### config.mk
export PLATFORM = sky130hd
export DESIGN_NAME = init_reset_sequencer_flat
export DESIGN_NICKNAME = d
export VERILOG_FILES = /design/src/rtl/init_reset_pkg.sv /design/src/rtl/init_reset_sequencer_if.sv /design/src/rtl/init_reset_sync.sv /design/src/rtl/init_reset_sequencer.sv /design/src/flat_wrapper.sv
export SDC_FILE = /design/constraint.sdc
export NUM_CORES = 1
export LEC_CHECK = 0
export ABC_AREA = 0
export ABC_CLOCK_PERIOD_IN_PS = 7300
export BUFFER_PORTS_ARGS = -buffer_cell sky130_fd_sc_hd__buf_4
export CAP_MARGIN = 20
export CORE_UTILIZATION = 64
export CTS_CLUSTER_DIAMETER = 150
export CTS_CLUSTER_SIZE = 16
export DETAILED_ROUTE_END_ITERATION = 12
export PLACE_DENSITY = 0.9
export REMOVE_ABC_BUFFERS = 1
export SETUP_SLACK_MARGIN = 0.2
export SYNTH_ARGS = -nofsm -noshare
export SYNTH_HDL_FRONTEND = slang
export SYNTH_SLANG_ARGS = --single-unit
export TNS_END_PERCENT = 100
### constraint.sdc
create_clock -name CLK -period 7.3 [get_ports CLK]
set_clock_uncertainty 0.05 [all_clocks]
set_input_delay 0.73 -clock CLK [delete_from_list [all_inputs] [get_ports CLK]]
set_output_delay 0.73 -clock CLK [all_outputs]
set_load 0.03 [all_outputs]
### src/rtl/init_reset_pkg.sv
// Shared encodings for the fabric reset sequencer: FSM states and the bit
// positions of each resynchronized input inside the synchronizer vector.
package init_reset_pkg;

    typedef enum logic [2:0] {
        S_POR       = 3'd0,
        S_WAIT_INIT = 3'd1,
        S_WAIT_LOCK = 3'd2,
        S_HOLD      = 3'd3,
        S_RUN       = 3'd4
    } state_e;

    // Done-flag bit order matches INIT_DONE_REQ_MASK: {XCVR,SRAM,USRAM,DEVICE}
    localparam int DONE_DEVICE = 0;
    localparam int DONE_USRAM  = 1;
    localparam int DONE_SRAM   = 2;
    localparam int DONE_XCVR   = 3;
    localparam int SYNC_POR    = 4;
    localparam int SYNC_LOCK   = 5;
    localparam int SYNC_EXT    = 6;
    localparam int SYNC_WIDTH  = 7;

endpackage

### src/rtl/init_reset_sequencer_if.sv
// Signal bundle between the init monitor side and the fabric reset sequencer.
interface init_reset_sequencer_if;

    logic       FABRIC_POR_N;
    logic       DEVICE_INIT_DONE;
    logic       USRAM_INIT_DONE;
    logic       SRAM_INIT_DONE;
    logic       XCVR_INIT_DONE;
    logic       PLL_LOCK;
    logic       EXT_RST_N;
    logic       FABRIC_RESET_N;
    logic       INIT_TIMEOUT;
    logic [2:0] STATE;

    modport master (
        output FABRIC_POR_N, DEVICE_INIT_DONE, USRAM_INIT_DONE, SRAM_INIT_DONE,
               XCVR_INIT_DONE, PLL_LOCK, EXT_RST_N,
        input  FABRIC_RESET_N, INIT_TIMEOUT, STATE
    );

    modport slave (
        input  FABRIC_POR_N, DEVICE_INIT_DONE, USRAM_INIT_DONE, SRAM_INIT_DONE,
               XCVR_INIT_DONE, PLL_LOCK, EXT_RST_N,
        output FABRIC_RESET_N, INIT_TIMEOUT, STATE
    );

endinterface

### src/rtl/init_reset_sync.sv
// WIDTH-bit multi-flop synchronizer; synchronous reset clears every stage so
// a reset forces all resynchronized inputs low until fresh samples arrive.
module init_reset_sync #(
    parameter int WIDTH  = 1,
    parameter int STAGES = 2
) (
    input  logic             clk,
    input  logic             rst,
    input  logic [WIDTH-1:0] async_i,
    output logic [WIDTH-1:0] sync_o
);

    logic [STAGES-1:0][WIDTH-1:0] stages_q;

    always_ff @(posedge clk) begin
        if (rst) begin
            stages_q <= '0;
        end else begin
            stages_q[0] <= async_i;
            for (int i = 1; i < STAGES; i++) begin
                stages_q[i] <= stages_q[i-1];
            end
        end
    end

    assign sync_o = stages_q[STAGES-1];

endmodule

### src/rtl/init_reset_sequencer.sv
// Fabric reset sequencer: waits for POR, init-done flags, a filtered PLL lock
// and a minimum hold before releasing FABRIC_RESET_N; reports init timeout.
module init_reset_sequencer
    import init_reset_pkg::*;
#(
    parameter int         SYNC_STAGES        = 2,
    parameter int         LOCK_FILTER        = 8,
    parameter int         HOLD_CYCLES        = 16,
    parameter int         TIMEOUT_CYCLES     = 1000000,
    parameter logic [3:0] INIT_DONE_REQ_MASK = 4'b0001
) (
    input logic                   CLK,
    input logic                   RST,
    init_reset_sequencer_if.slave bus
);

    localparam int LW = $clog2(LOCK_FILTER + 1);
    localparam int HW = $clog2(HOLD_CYCLES + 1);
    localparam int TW = $clog2(TIMEOUT_CYCLES + 1);

    localparam logic [LW-1:0] LOCK_LAST = LW'(LOCK_FILTER - 1);
    localparam logic [LW-1:0] LOCK_MAX  = LW'(LOCK_FILTER);
    localparam logic [HW-1:0] HOLD_LAST = HW'(HOLD_CYCLES - 1);
    localparam logic [HW-1:0] HOLD_MAX  = HW'(HOLD_CYCLES);
    localparam logic [TW-1:0] TO_MAX    = TW'(TIMEOUT_CYCLES);

    logic [SYNC_WIDTH-1:0] async_vec;
    logic [SYNC_WIDTH-1:0] sync_vec;
    logic                  por_s;
    logic                  lock_s;
    logic                  ext_s;
    logic [3:0]            done_s;
    logic                  done_ok;

    state_e        state_q, state_d;
    logic [LW-1:0] lock_cnt_q, lock_cnt_d;
    logic [HW-1:0] hold_cnt_q, hold_cnt_d;
    logic [TW-1:0] to_cnt_q, to_cnt_d;
    logic          reset_n_q, reset_n_d;
    logic          timeout_q, timeout_d;
    logic          in_hold_or_run;

    assign async_vec = {bus.EXT_RST_N, bus.PLL_LOCK, bus.FABRIC_POR_N,
                        bus.XCVR_INIT_DONE, bus.SRAM_INIT_DONE,
                        bus.USRAM_INIT_DONE, bus.DEVICE_INIT_DONE};

    init_reset_sync #(
        .WIDTH (SYNC_WIDTH),
        .STAGES(SYNC_STAGES)
    ) u_sync (
        .clk    (CLK),
        .rst    (RST),
        .async_i(async_vec),
        .sync_o (sync_vec)
    );

    assign por_s   = sync_vec[SYNC_POR];
    assign lock_s  = sync_vec[SYNC_LOCK];
    assign ext_s   = sync_vec[SYNC_EXT];
    assign done_s  = sync_vec[DONE_XCVR:DONE_DEVICE];
    // Unrequired done bits are forced true so they may be tied low.
    assign done_ok = &(done_s | ~INIT_DONE_REQ_MASK);

    assign in_hold_or_run = (state_q == S_HOLD) || (state_q == S_RUN);

    always_comb begin
        state_d = state_q;
        case (state_q)
            S_POR:       if (por_s) state_d = S_WAIT_INIT;
            S_WAIT_INIT: if (done_ok) state_d = S_WAIT_LOCK;
            S_WAIT_LOCK: if (lock_s && lock_cnt_q == LOCK_LAST) state_d = S_HOLD;
            S_HOLD:      if (ext_s && hold_cnt_q == HOLD_LAST) state_d = S_RUN;
            S_RUN:       state_d = S_RUN;
            default:     state_d = S_POR;
        endcase

        // Abort conditions override normal progress, highest priority first.
        if (!por_s) begin
            state_d = S_POR;
        end else if (!done_ok && state_q inside {S_WAIT_LOCK, S_HOLD, S_RUN}) begin
            state_d = S_WAIT_INIT;
        end else if (!lock_s && in_hold_or_run) begin
            state_d = S_WAIT_LOCK;
        end else if (!ext_s && in_hold_or_run) begin
            state_d = S_HOLD;
        end

        lock_cnt_d = '0;
        hold_cnt_d = '0;
        to_cnt_d   = '0;
        // Counters only advance while the state is held; any entry clears them.
        if (state_d == state_q) begin
            case (state_q)
                S_WAIT_INIT: to_cnt_d = (to_cnt_q == TO_MAX) ? to_cnt_q : to_cnt_q + 1'b1;
                S_WAIT_LOCK: begin
                    if (lock_s) lock_cnt_d = (lock_cnt_q == LOCK_MAX) ? lock_cnt_q : lock_cnt_q + 1'b1;
                end
                S_HOLD: begin
                    if (ext_s) hold_cnt_d = (hold_cnt_q == HOLD_MAX) ? hold_cnt_q : hold_cnt_q + 1'b1;
                end
                default: ;
            endcase
        end

        timeout_d = timeout_q | (to_cnt_d == TO_MAX);
        reset_n_d = (state_d == S_RUN);
    end

    always_ff @(posedge CLK) begin
        if (RST) begin
            state_q    <= S_POR;
            lock_cnt_q <= '0;
            hold_cnt_q <= '0;
            to_cnt_q   <= '0;
            reset_n_q  <= 1'b0;
            timeout_q  <= 1'b0;
        end else begin
            state_q    <= state_d;
            lock_cnt_q <= lock_cnt_d;
            hold_cnt_q <= hold_cnt_d;
            to_cnt_q   <= to_cnt_d;
            reset_n_q  <= reset_n_d;
            timeout_q  <= timeout_d;
        end
    end

    assign bus.FABRIC_RESET_N = reset_n_q;
    assign bus.INIT_TIMEOUT   = timeout_q;
    assign bus.STATE          = state_q;

endmodule

### src/flat_wrapper.sv
// flat-port wrapper written by rule: the top's interface ports become plain ports
module init_reset_sequencer_flat import init_reset_pkg::*;
#(
    parameter int         SYNC_STAGES        = 2,
    parameter int         LOCK_FILTER        = 8,
    parameter int         HOLD_CYCLES        = 16,
    parameter int         TIMEOUT_CYCLES     = 1000000,
    parameter logic [3:0] INIT_DONE_REQ_MASK = 4'b0001
)
  (CLK, RST, bus_FABRIC_POR_N, bus_DEVICE_INIT_DONE, bus_USRAM_INIT_DONE, bus_SRAM_INIT_DONE, bus_XCVR_INIT_DONE, bus_PLL_LOCK, bus_EXT_RST_N, bus_FABRIC_RESET_N, bus_INIT_TIMEOUT, bus_STATE);
  init_reset_sequencer_if bus_i ();
  input logic CLK;
  input logic RST;
  input wire logic [$bits(bus_i.FABRIC_POR_N)-1:0] bus_FABRIC_POR_N;
  input wire logic [$bits(bus_i.DEVICE_INIT_DONE)-1:0] bus_DEVICE_INIT_DONE;
  input wire logic [$bits(bus_i.USRAM_INIT_DONE)-1:0] bus_USRAM_INIT_DONE;
  input wire logic [$bits(bus_i.SRAM_INIT_DONE)-1:0] bus_SRAM_INIT_DONE;
  input wire logic [$bits(bus_i.XCVR_INIT_DONE)-1:0] bus_XCVR_INIT_DONE;
  input wire logic [$bits(bus_i.PLL_LOCK)-1:0] bus_PLL_LOCK;
  input wire logic [$bits(bus_i.EXT_RST_N)-1:0] bus_EXT_RST_N;
  output wire logic [$bits(bus_i.FABRIC_RESET_N)-1:0] bus_FABRIC_RESET_N;
  output wire logic [$bits(bus_i.INIT_TIMEOUT)-1:0] bus_INIT_TIMEOUT;
  output wire logic [$bits(bus_i.STATE)-1:0] bus_STATE;
  assign bus_i.FABRIC_POR_N = bus_FABRIC_POR_N;
  assign bus_i.DEVICE_INIT_DONE = bus_DEVICE_INIT_DONE;
  assign bus_i.USRAM_INIT_DONE = bus_USRAM_INIT_DONE;
  assign bus_i.SRAM_INIT_DONE = bus_SRAM_INIT_DONE;
  assign bus_i.XCVR_INIT_DONE = bus_XCVR_INIT_DONE;
  assign bus_i.PLL_LOCK = bus_PLL_LOCK;
  assign bus_i.EXT_RST_N = bus_EXT_RST_N;
  assign bus_FABRIC_RESET_N = bus_i.FABRIC_RESET_N;
  assign bus_INIT_TIMEOUT = bus_i.INIT_TIMEOUT;
  assign bus_STATE = bus_i.STATE;
  init_reset_sequencer #(.SYNC_STAGES(SYNC_STAGES), .LOCK_FILTER(LOCK_FILTER), .HOLD_CYCLES(HOLD_CYCLES), .TIMEOUT_CYCLES(TIMEOUT_CYCLES), .INIT_DONE_REQ_MASK(INIT_DONE_REQ_MASK)) u_core (.CLK(CLK), .RST(RST), .bus(bus_i));
endmodule
# After elaboration in Yosys (flattened, before gate mapping)
# Index checks and enable logic that the tools add are counted.
# classes
n_mux	11
n_reduce_logical	13
n_addsub	3
bitwise_logic	6
eq_ne	12
# ops
operator	count
20-bit two-way mux	3
20-bit equality test (second input constant)	2
3-bit two-way mux	7
20-bit by 1-bit adder with 20-bit output (second input constant)	1
3-bit one-hot mux with 5 select lines	1
4-bit OR reduction	2
3-bit by 2-bit equality test with 1-bit output (second input constant)	2
3-bit equality test (second input constant)	2
5-bit by 1-bit adder with 5-bit output (second input constant)	1
5-bit by 4-bit equality test with 1-bit output (second input constant)	1
5-bit equality test (second input constant)	1
1-bit logical AND	5
1-bit inverter	5
4-bit by 1-bit adder with 4-bit output (second input constant)	1
4-bit by 3-bit equality test with 1-bit output (second input constant)	1
4-bit equality test (second input constant)	1
3-bit by 1-bit equality test with 1-bit output (second input constant)	1
3-bit equality test	1
1-bit zero test	3
3-bit zero test	1
3-bit nonzero test	1
1-bit logical OR	1
1-bit bitwise OR	1
# totals
word_cells	53
in_bits	9
output_inout_bits	5
register_bits	48

# Logic depth before layout (Yosys ltp)
# Gate-level depths: netlist of run 1.
# logic_depth
ltp_word	12
ltp_mapped	10

# By module
# From an unflattened synthesis of run 1, not the netlist that was laid out.
# hier_totals
hier_cells	275
area_unflattened_um2	2432.3
# modules_own_cells
mod	area_each_um2	instances	cells_each	seq_area_each_um2
init_reset_sequencer	1971.9	1	239	680.7
init_reset_sync	460.4	1	36	280.3

# Worst setup path before layout of run 1
# No wires, ideal clock.
# synth_timing
path_type	reg-to-reg
startpoint	register u_core.hold_cnt_q[0]
endpoint	register u_core.hold_cnt_q[2]
required_time_ns	7.172
synth_period_minus_slack_ns	2.371
arrival_ns	2.244
path_stages_with_launch	8
path_buffers	0
slack_ns	4.929
cell_sequence	dfxtp_1 > ha_1 > and3_1 > ha_1 > o21ai_0 > or3b_2 > or4b_4 > nor3_1
# synth_via
elab_chain_cells	11
elab_cells_between_ends	13
# synth_rtl
element	line	source
start, declared	init_reset_sequencer.sv:37	logic [HW-1:0] hold_cnt_q, hold_cnt_d;
start signal, assigned	init_reset_sequencer.sv:120	hold_cnt_q <= hold_cnt_d;
5-bit by 4-bit equality test with 1-bit output	init_reset_sequencer.sv:72	S_HOLD: if (ext_s && hold_cnt_q == HOLD_LAST) state_d = S_RUN;
1-bit logical AND	init_reset_sequencer.sv:72	
3-bit two-way mux	init_reset_sequencer.sv:72	
3-bit one-hot mux with 5 select lines	init_reset_sequencer.sv:68	case (state_q)
3-bit two-way mux	init_reset_sequencer.sv:84	end else if (!ext_s && in_hold_or_run) begin
3-bit two-way mux	init_reset_sequencer.sv:82	end else if (!lock_s && in_hold_or_run) begin
3-bit two-way mux	init_reset_sequencer.sv:80	end else if (!done_ok && state_q inside {S_WAIT_LOCK, S_HOLD, S_RUN}) begin
3-bit two-way mux	init_reset_sequencer.sv:78	if (!por_s) begin
3-bit equality test	init_reset_sequencer.sv:92	if (state_d == state_q) begin
1-bit inverter (no source line)	--	
4-bit OR reduction (no source line)	--	
# Parallel ways exist; a longest one is shown, timed or not.
# A chain may end at the register's enable or synchronous reset.

# Worst setup path in the final report of run 1
# layout_timing
startpoint	register u_core.to_cnt_q[0]
endpoint	register u_core.timeout_q (netlist: u_core.bus.INIT_TIMEOUT)
# layout_via
elab_chain_cells	6
elab_cells_between_ends	7
# layout_rtl
element	line	source
start, declared	init_reset_sequencer.sv:38	logic [TW-1:0] to_cnt_q, to_cnt_d;
start signal, assigned	init_reset_sequencer.sv:121	to_cnt_q <= to_cnt_d;
20-bit by 1-bit adder with 20-bit output or 20-bit equality test (tied branches)	init_reset_sequencer.sv:94	S_WAIT_INIT: to_cnt_d = (to_cnt_q == TO_MAX) ? to_cnt_q : to_cnt_q + 1'b1;
20-bit two-way mux (*)	init_reset_sequencer.sv:94	
20-bit two-way mux (*)	init_reset_sequencer.sv:93	case (state_q)
20-bit two-way mux (*)	init_reset_sequencer.sv:92	
20-bit equality test (*)	init_reset_sequencer.sv:105	timeout_d = timeout_q | (to_cnt_d == TO_MAX);
1-bit bitwise OR (*)	init_reset_sequencer.sv:105	
end signal, assigned	init_reset_sequencer.sv:123	timeout_q <= timeout_d;
end, declared	init_reset_sequencer.sv:40	logic timeout_q, timeout_d;
# Every way passes the cells marked *; elsewhere a longest branch is shown, timed or not.

==> results of run 1 <==
cells in the mapped netlist (5+ instances only):
cell type,n
a21oi_1,7
nand2_1,14
a211oi_1,5
ha_1,7
o21ai_0,5
dfxtp_1,42
nor2_1,30
inv_1,13
nand3_1,12
xor2_1,13
xnor2_1,13
nor2b_1,12
final cells by class:
cell class	count	area [sq um]	share of cell area, %
multi-input cells	188	1290	53.4
flip-flops and latches	42	841	34.7
repair buffers	10	75.1	3.10
clock inverters	3	68.8	2.84
well taps	46	57.6	2.38
inverters	13	48.8	2.02
clock buffers	5	37.5	1.55
worst max-delay path: cells and delay by family, from the launching register on:
family	cells	cell delay (ns)
adders and majority gates	1	0.38
AOI/OAI and AO/OA	2	0.22
and+or+nand+nor	4	1.40
DFF	1	0.48
sequential cells by signal (all words and copies together), names as in the netlist:
signal	count
u_core.bus.INIT_TIMEOUT	1
u_core.u_sync.stages_q	4
u_core.lock_cnt_q	4
u_core.to_cnt_q	20
u_core.u_sync.sync_o	4
u_core.bus.STATE	3
u_core.bus.FABRIC_RESET_N	1
u_core.hold_cnt_q	5
path summary, 6_finish.rpt:
check,startpoint,end,slack (ns),depth (start not counted)
worst max-delay path,u_core.to_cnt_q[0],u_core.bus.INIT_TIMEOUT,4.70,7
worst min-delay path,u_core.u_sync.stages_q[4],u_core.u_sync.sync_o[4],0.40,1
worst max register to register,u_core.to_cnt_q[0],u_core.bus.INIT_TIMEOUT,4.70,7
worst min register to register,u_core.u_sync.stages_q[4],u_core.u_sync.sync_o[4],0.40,1
where the power goes:
| group | total [W] | internal [W] | leakage (nW) | switching [W] |
|---|---|---|---|---|
| Sequential | 0.000233 | 0.000231 | 0.340 | 0.00000186 |
| Combinational | 0.00000643 | 0.00000376 | 0.516 | 0.00000267 |
| Clock | 0.000186 | 0.000107 | 0.0554 | 0.0000787 |
| Total | 0.000425 | 0.000342 | 0.912 | 0.0000832 |
metrics by stage:
stage          util, %  worst slack, ns
4_1_cts           72.0             4.72
3_5_place_dp      68.8             4.76
5_1_grt           72.0             4.53
2_1_floorplan        -             4.93
3_3_place_gp      68.8             4.78
6_report          72.0             4.70
metal layers:
layer | share of wire (%) | wire length (um) | vias to the layer above | global-route usage [%]
met3 | 5.7 | 234 | 11 | 7.35
met2 | 44 | 1810 | 47 | 36.2
met1 | 48 | 1960 | 845 | 34.3
met5 | 0 | 0 | - | 0
met4 | 1.9 | 79 | 0 | 10.8
li1 | - | - | 901 | -
cells by family (layout without fill, tap and decap cells):
| kind of cell | count (synthesis) | count (layout) | synth area share [%] |
|---|---|---|---|
| flip-flops | 42 | 42 | 37.3 |
| AND/OR/NAND/NOR | 120 | 120 | 32.2 |
| AO/OA/AOI/OAI | 32 | 32 | 9.76 |
| XOR/XNOR | 26 | 26 | 10.1 |
| multiplexers | 3 | 3 | 1.33 |
| buffers and inverters | 22 | 31 | 5.49 |
| adder cells (fa/ha/maj) | 7 | 7 | 3.88 |
==> results.cfg, run 1 <==
[run_status]
status = finished, final reports clean

[synth]
synth_top_area_share_pct = 37.3
async_reset_ff_share_pct = 0
synth_edf_count = 0
synth_area_leader_cell = dfxtp_1
syn_avg_cell_area_sq_um = 8.96
ys_types = 53
ys_warn_count = 0
ys_seq_area_share_pct = 37.3
yosys_register_bits = 42
syn-instance-count = 252
synth_ff_type = dfxtp_1
synthTopCellsByArea = dfxtp_1, xnor2_1, xor2_1, nor2_1, ha_1
synth_area_sq_um = 2260

[cells_and_area]
antenna_cells = 0
final_area_sq_um = 2420
fillers = 276
syn2layout_area_growth_pct = 7.26
nets = 276
final_cell_mix = dfxtp_1, nor2_1, nand2_1
drive_gt1_share_pct = 13.0
final_common_cell = dfxtp_1
final_cells = 307

[route]
wire_per_inst_um = 13.3
avgViaCountPerCell = 5.88
num_vias = 1804
firstDrtPassIters = 4
routed_wirelength_mm = 4.08
drtIter0Drc = 94
ant_nets = 0
route.detailed.drc = 0

[clocking]
cts_setup_buffers = 0
clk_latency_ns = 0.36
cts_hold_buf = 0
cts_buffer_depth = 2
cts_resized = 0
cts_tree = built
cts.sinks = 42
clk_pin_slew_worst_paths_ns = 0.13
htree_levels = 2
cts_root_buf = clkbuf_4
cts_buffers = 5

[sta]
finalCritPeriodShare_pct = 35.7
tightest_slew_ns = 0.817
maxSlewViolCount = 0
hold_ws_ns = 0.402
timing.fmax_mhz = 384
min_period_ns = 2.60
rsz0062_at_grt = no
setup_viol = 0
hold_viol = 0
finalSetupTns_ns = 0
slew_headroom_pct = 44.8

[floorplan]
dieHeight_um = 61.4
initial_utilization_pct = 67.1
die_x_um = 61.4
core_area_sq_um = 3360
core.rowCount = 21
fp.dieArea_sq_um = 3770
num_io_pins = 14

[critical_path]
worst-path-max-fanout = 8
path_cells = ha_1, nand4_4, nor3_4, and3_2, a31oi_1, or4_1, o22ai_1
cp-start-kind = register
crit_required_ns = 7.55
path_class = register to register
arrival_ns = 2.85
max_stage_delay_ns = 0.58
critPathCaptureType = register
slowest_stage = or4_1

[place]
dp.cells = 299
dp_hpwl_mm = 2.82
gp_congestion = 0.837
postPlaceCellArea_sq_um = 2310
io_buffers = 10

[grt]
grt_pass1_wl_mm = 6.76
grt_overflow = 0
track_usage_pct = 24.9
grt_max_degree = 20
grt_pass1_vias = 1516
antenna_found_initial = 0

[pwr]
p_per_area_nw_per_um2 = 176
p_leak_nw = 0.912
p_total_w = 0.000425
peakVddDrop_uv = 154

[job]
drv_cap = 0

[worst_hold_path]
hold_path_class = register to register
Note: power is estimated with default switching activity, not from simulation.
==> run 2, diff against run 1 <==
--- a/config.mk
+++ b/config.mk
@@ -5,15 +5,15 @@
 export SDC_FILE = /design/constraint.sdc
 export NUM_CORES = 1
 export LEC_CHECK = 0
-export ABC_AREA = 0
-export ABC_CLOCK_PERIOD_IN_PS = 7300
+export ABC_AREA = 1
+export ABC_CLOCK_PERIOD_IN_PS = 2350
 export BUFFER_PORTS_ARGS = -buffer_cell sky130_fd_sc_hd__buf_4
 export CAP_MARGIN = 20
-export CORE_UTILIZATION = 64
+export CORE_UTILIZATION = 54
 export CTS_CLUSTER_DIAMETER = 150
 export CTS_CLUSTER_SIZE = 16
 export DETAILED_ROUTE_END_ITERATION = 12
-export PLACE_DENSITY = 0.9
+export PLACE_DENSITY = 0.82
 export REMOVE_ABC_BUFFERS = 1
 export SETUP_SLACK_MARGIN = 0.2
 export SYNTH_ARGS = -nofsm -noshare
==> constraint.sdc (replaced) <==
create_clock -name CLK -period 2.35 [get_ports CLK]
set_clock_uncertainty 0.05 [all_clocks]
set_input_delay 0.235 -clock CLK [delete_from_list [all_inputs] [get_ports CLK]]
set_output_delay 0.235 -clock CLK [all_outputs]
set_load 0.03 [all_outputs]
==> run 2 against run 1 <==
  * Flip-flop and latch count unchanged
  * Non-clock buffer count increased by 10
  * Wire length increased by 29%
  * Worst setup slack got worse by 4.6 ns
  * Sequential power increased to 3.1 times the previous value
  * First-iteration DRC count increased by 41%
  * Total power increased to 2.9 times the previous value
  * Register-to-register slack got worse by 4.6 ns
==> results.cfg, run 2 <==
[run_status]
status = finished, final reports clean

[grt]
antenna_found_initial = 0
gr-usage-met3_pct = 6.08
met2_usage_pct = 37.8
grt_pass1_wl_mm = 8.17
grt_util_met1_pct = 31.3
track_usage_pct = 24.1
grt_max_degree = 18
grt_overflow = 0
grt_busiest_layer = met2
grt_pass1_vias = 1966

[sta]
fin_ws_ns = 0.0993
finalSetupTns_ns = 0
min_period_ns = 2.25
finalCritPeriodShare_pct = 95.8
maxSlewViolCount = 0
tightest_slew_ns = 0.444
hold_viol = 0
setup_viol = 0
slew_headroom_pct = 70.1
timing.fmax_mhz = 444
rsz0062_at_grt = yes

[clocking]
cts_buffer_depth = 2
cts_buffers = 5
clk_pin_slew_worst_paths_ns = 0.09
cts_tree = built
cts.sinks = 42
cts_hold_buf = 0
cts_root_buf = clkbuf_8
htree_levels = 2
clk_latency_ns = 0.30

[place]
io_buffers = 10
dp_hpwl_mm = 3.56
gp_congestion = 0.957
pre_cts_slack_ns = 0.0468

[floorplan]
die_x_um = 67.3
num_io_pins = 14
initial_utilization_pct = 56.8
core.rowCount = 23
dieHeight_um = 67.3
fp.dieArea_sq_um = 4540
core_area_sq_um = 4060

[pwr]
p_leak_nw = 1.14
peakVddDrop_uv = 389
p_clk_share_pct = 38.5
swShare_pct = 24.1
p_comb_share_pct = 3.3
p_per_area_nw_per_um2 = 448
switching_power_w = 0.000300
p_int_w = 0.000943
pwr-share-seq_pct = 58.2

[cells_and_area]
syn2layout_area_growth_pct = 20.1
top_regs = u_core.to_cnt_q: 20 flops, u_core.hold_cnt_q: 5 flops
register_area_sq_um = 845
final_cell_mix = nand2_1, nor2_1, inv_1
multi_input_area_sq_um = 1420
final_common_cell = nand2_1
largest-register = u_core.to_cnt_q
drive_gt1_share_pct = 22.9
largest_reg_flops = 20
nets = 391
antenna_cells = 0
fillers = 319

[route]
num_vias = 2269
drtIter0Drc = 133
firstDrtPassIters = 5
route.detailed.drc = 0
routed_wirelength_mm = 5.27
ant_nets = 0
wire_per_inst_um = 12.4
avgViaCountPerCell = 5.33

[critical_path]
reg2reg_depth = 15
endpoint = u_core.to_cnt_q[18]
cp-start-kind = register
r2r_end = u_core.to_cnt_q[18]
max_stage_delay_ns = 0.39
crit_required_ns = 2.55
rrSetupSlack_ns = 0.1
path_common_cell = nand2_2
worst-path-max-fanout = 6
path_cells = ha_4, nand2_4, nor2_4, ha_4, nand2_4, nand2_2, nand2_2, nor2_2, inv_2, nand2_2, o21ai_2, nor2_4, nand4_1, or2_4, a21oi_2
cp-startpoint = u_core.hold_cnt_q[0]
arrival_ns = 2.45
r2r-start = u_core.hold_cnt_q[0]
path_class = register to register
slowest_stage = or2_4
critPathCaptureType = register

[worst_hold_path]
hold_start = bus_DEVICE_INIT_DONE
hold_path_class = input pin to register

[synth]
yosysMostFrequentCell = nand2_1
syn-instance-count = 351
ys_warn_count = 0
synth_edf_count = 0
ys_types = 26
synth_area_sq_um = 2310
synth_area_leader_cell = dfxtp_1
synth_ff_type = dfxtp_1
ys_seq_area_share_pct = 36.5
async_reset_ff_share_pct = 0
synthTopCellsByCount = nand2_1, nor2_1, inv_1
synth_top_area_share_pct = 36.5
synthTopCellsByArea = dfxtp_1, nand2_1, nor2_1, inv_1, nand3_1
yosys_register_bits = 42
syn_avg_cell_area_sq_um = 6.57

[job]
drv_cap = 0
-- run 2: changes by cell type in the layout (fill, tap and decap cells not counted), moves of 8 or more --
cell | before | now
a21oi_2 | 0 | 8
buf_4 | 10 | 19
inv_1 | 13 | 48
nand2_1 | 14 | 70
nand2_2 | 0 | 9
nand3_1 | 12 | 22
nor2_1 | 30 | 56
nor2_2 | 1 | 15
nor2b_1 | 12 | 0
xnor2_1 | 13 | 1
-- run 2: power groups by stage --
stage	Clock, W	Combinational (W)	Sequential, W
floorplan	0	0.0000151	0.000739
global placement	0	0.0000288	0.000739
detailed placement	0	0.0000298	0.000739
CTS	0.000485	0.0000307	0.000722
global route	0.000516	0.0000457	0.000724
finish	0.000478	0.0000414	0.000723
-- run 2: stage by stage --
stage | cells | hold slack, ns | utilization, % | cell area, sq um | power (W)
CTS | 422 | 0.0753 | 63.8 | 2590 | 0.00124
global route | 426 | 0.0759 | 68.3 | 2770 | 0.00129
global placement | 410 | 0.340 | 59.9 | 2430 | 0.000768
finish | 426 | 0.0754 | 68.3 | 2770 | 0.00124
floorplan | 347 | 0.254 | - | 2270 | 0.000754
detailed placement | 410 | 0.345 | 59.9 | 2430 | 0.000769
-- run 2: kinds of logic after synthesis --
kind of cell    share of synthesized area (%)
compound gates                           6.84
fa+ha+maj                                3.80
flops                                    36.5
buf+inv                                  9.93
simple gates                             38.8
xor+xnor                                 4.18
-- run 2: worst min-delay path by stage --
stage	to	depth (start not counted)	slack [ns]
floorplan	u_core.bus.INIT_TIMEOUT	1	0.25
global placement	u_core.u_sync.sync_o[5]	2	0.34
detailed placement	u_core.u_sync.sync_o[0]	2	0.34
CTS	u_core.u_sync.stages_q[0]	3	0.08
global route	u_core.u_sync.stages_q[0]	3	0.08
finish	u_core.u_sync.stages_q[0]	3	0.08
-- run 2: routing by layer --
| layer | up-vias | part of all wire [%] |
|---|---|---|
| met5 | - | 0 |
| met4 | 0 | 2.0 |
| met3 | 16 | 5.9 |
| met2 | 89 | 45 |
| met1 | 1006 | 47 |
| li1 | 1158 | - |
-- run 2: timing repair --
action | in CTS | in global routing
pin swaps | 9 | 10
setup buffers | 3 | 4
cloned | 1 | 0
endpoints found under the setup margin | 29 | 30
gates resized for setup | 14 | 42
-- run 2: worst max-delay path, delay by kind of cell (launching register included) --
family	cells	cell delay, ns
AO/OA/AOI/OAI	2	0.18
adder cells (fa/ha/maj)	2	0.29
buffers and inverters	1	0.05
flip-flops	1	0.36
AND/OR/NAND/NOR	10	1.27
-- run 2: area by class of cell --
type | instances | area share, %
multi-input combinational | 254 | 51.1
sequential | 42 | 30.5
inverter | 52 | 7.32
timing repair buffer | 20 | 5.56
clock buffer | 5 | 2.48
tap | 50 | 2.26
clock inverter | 3 | 0.768
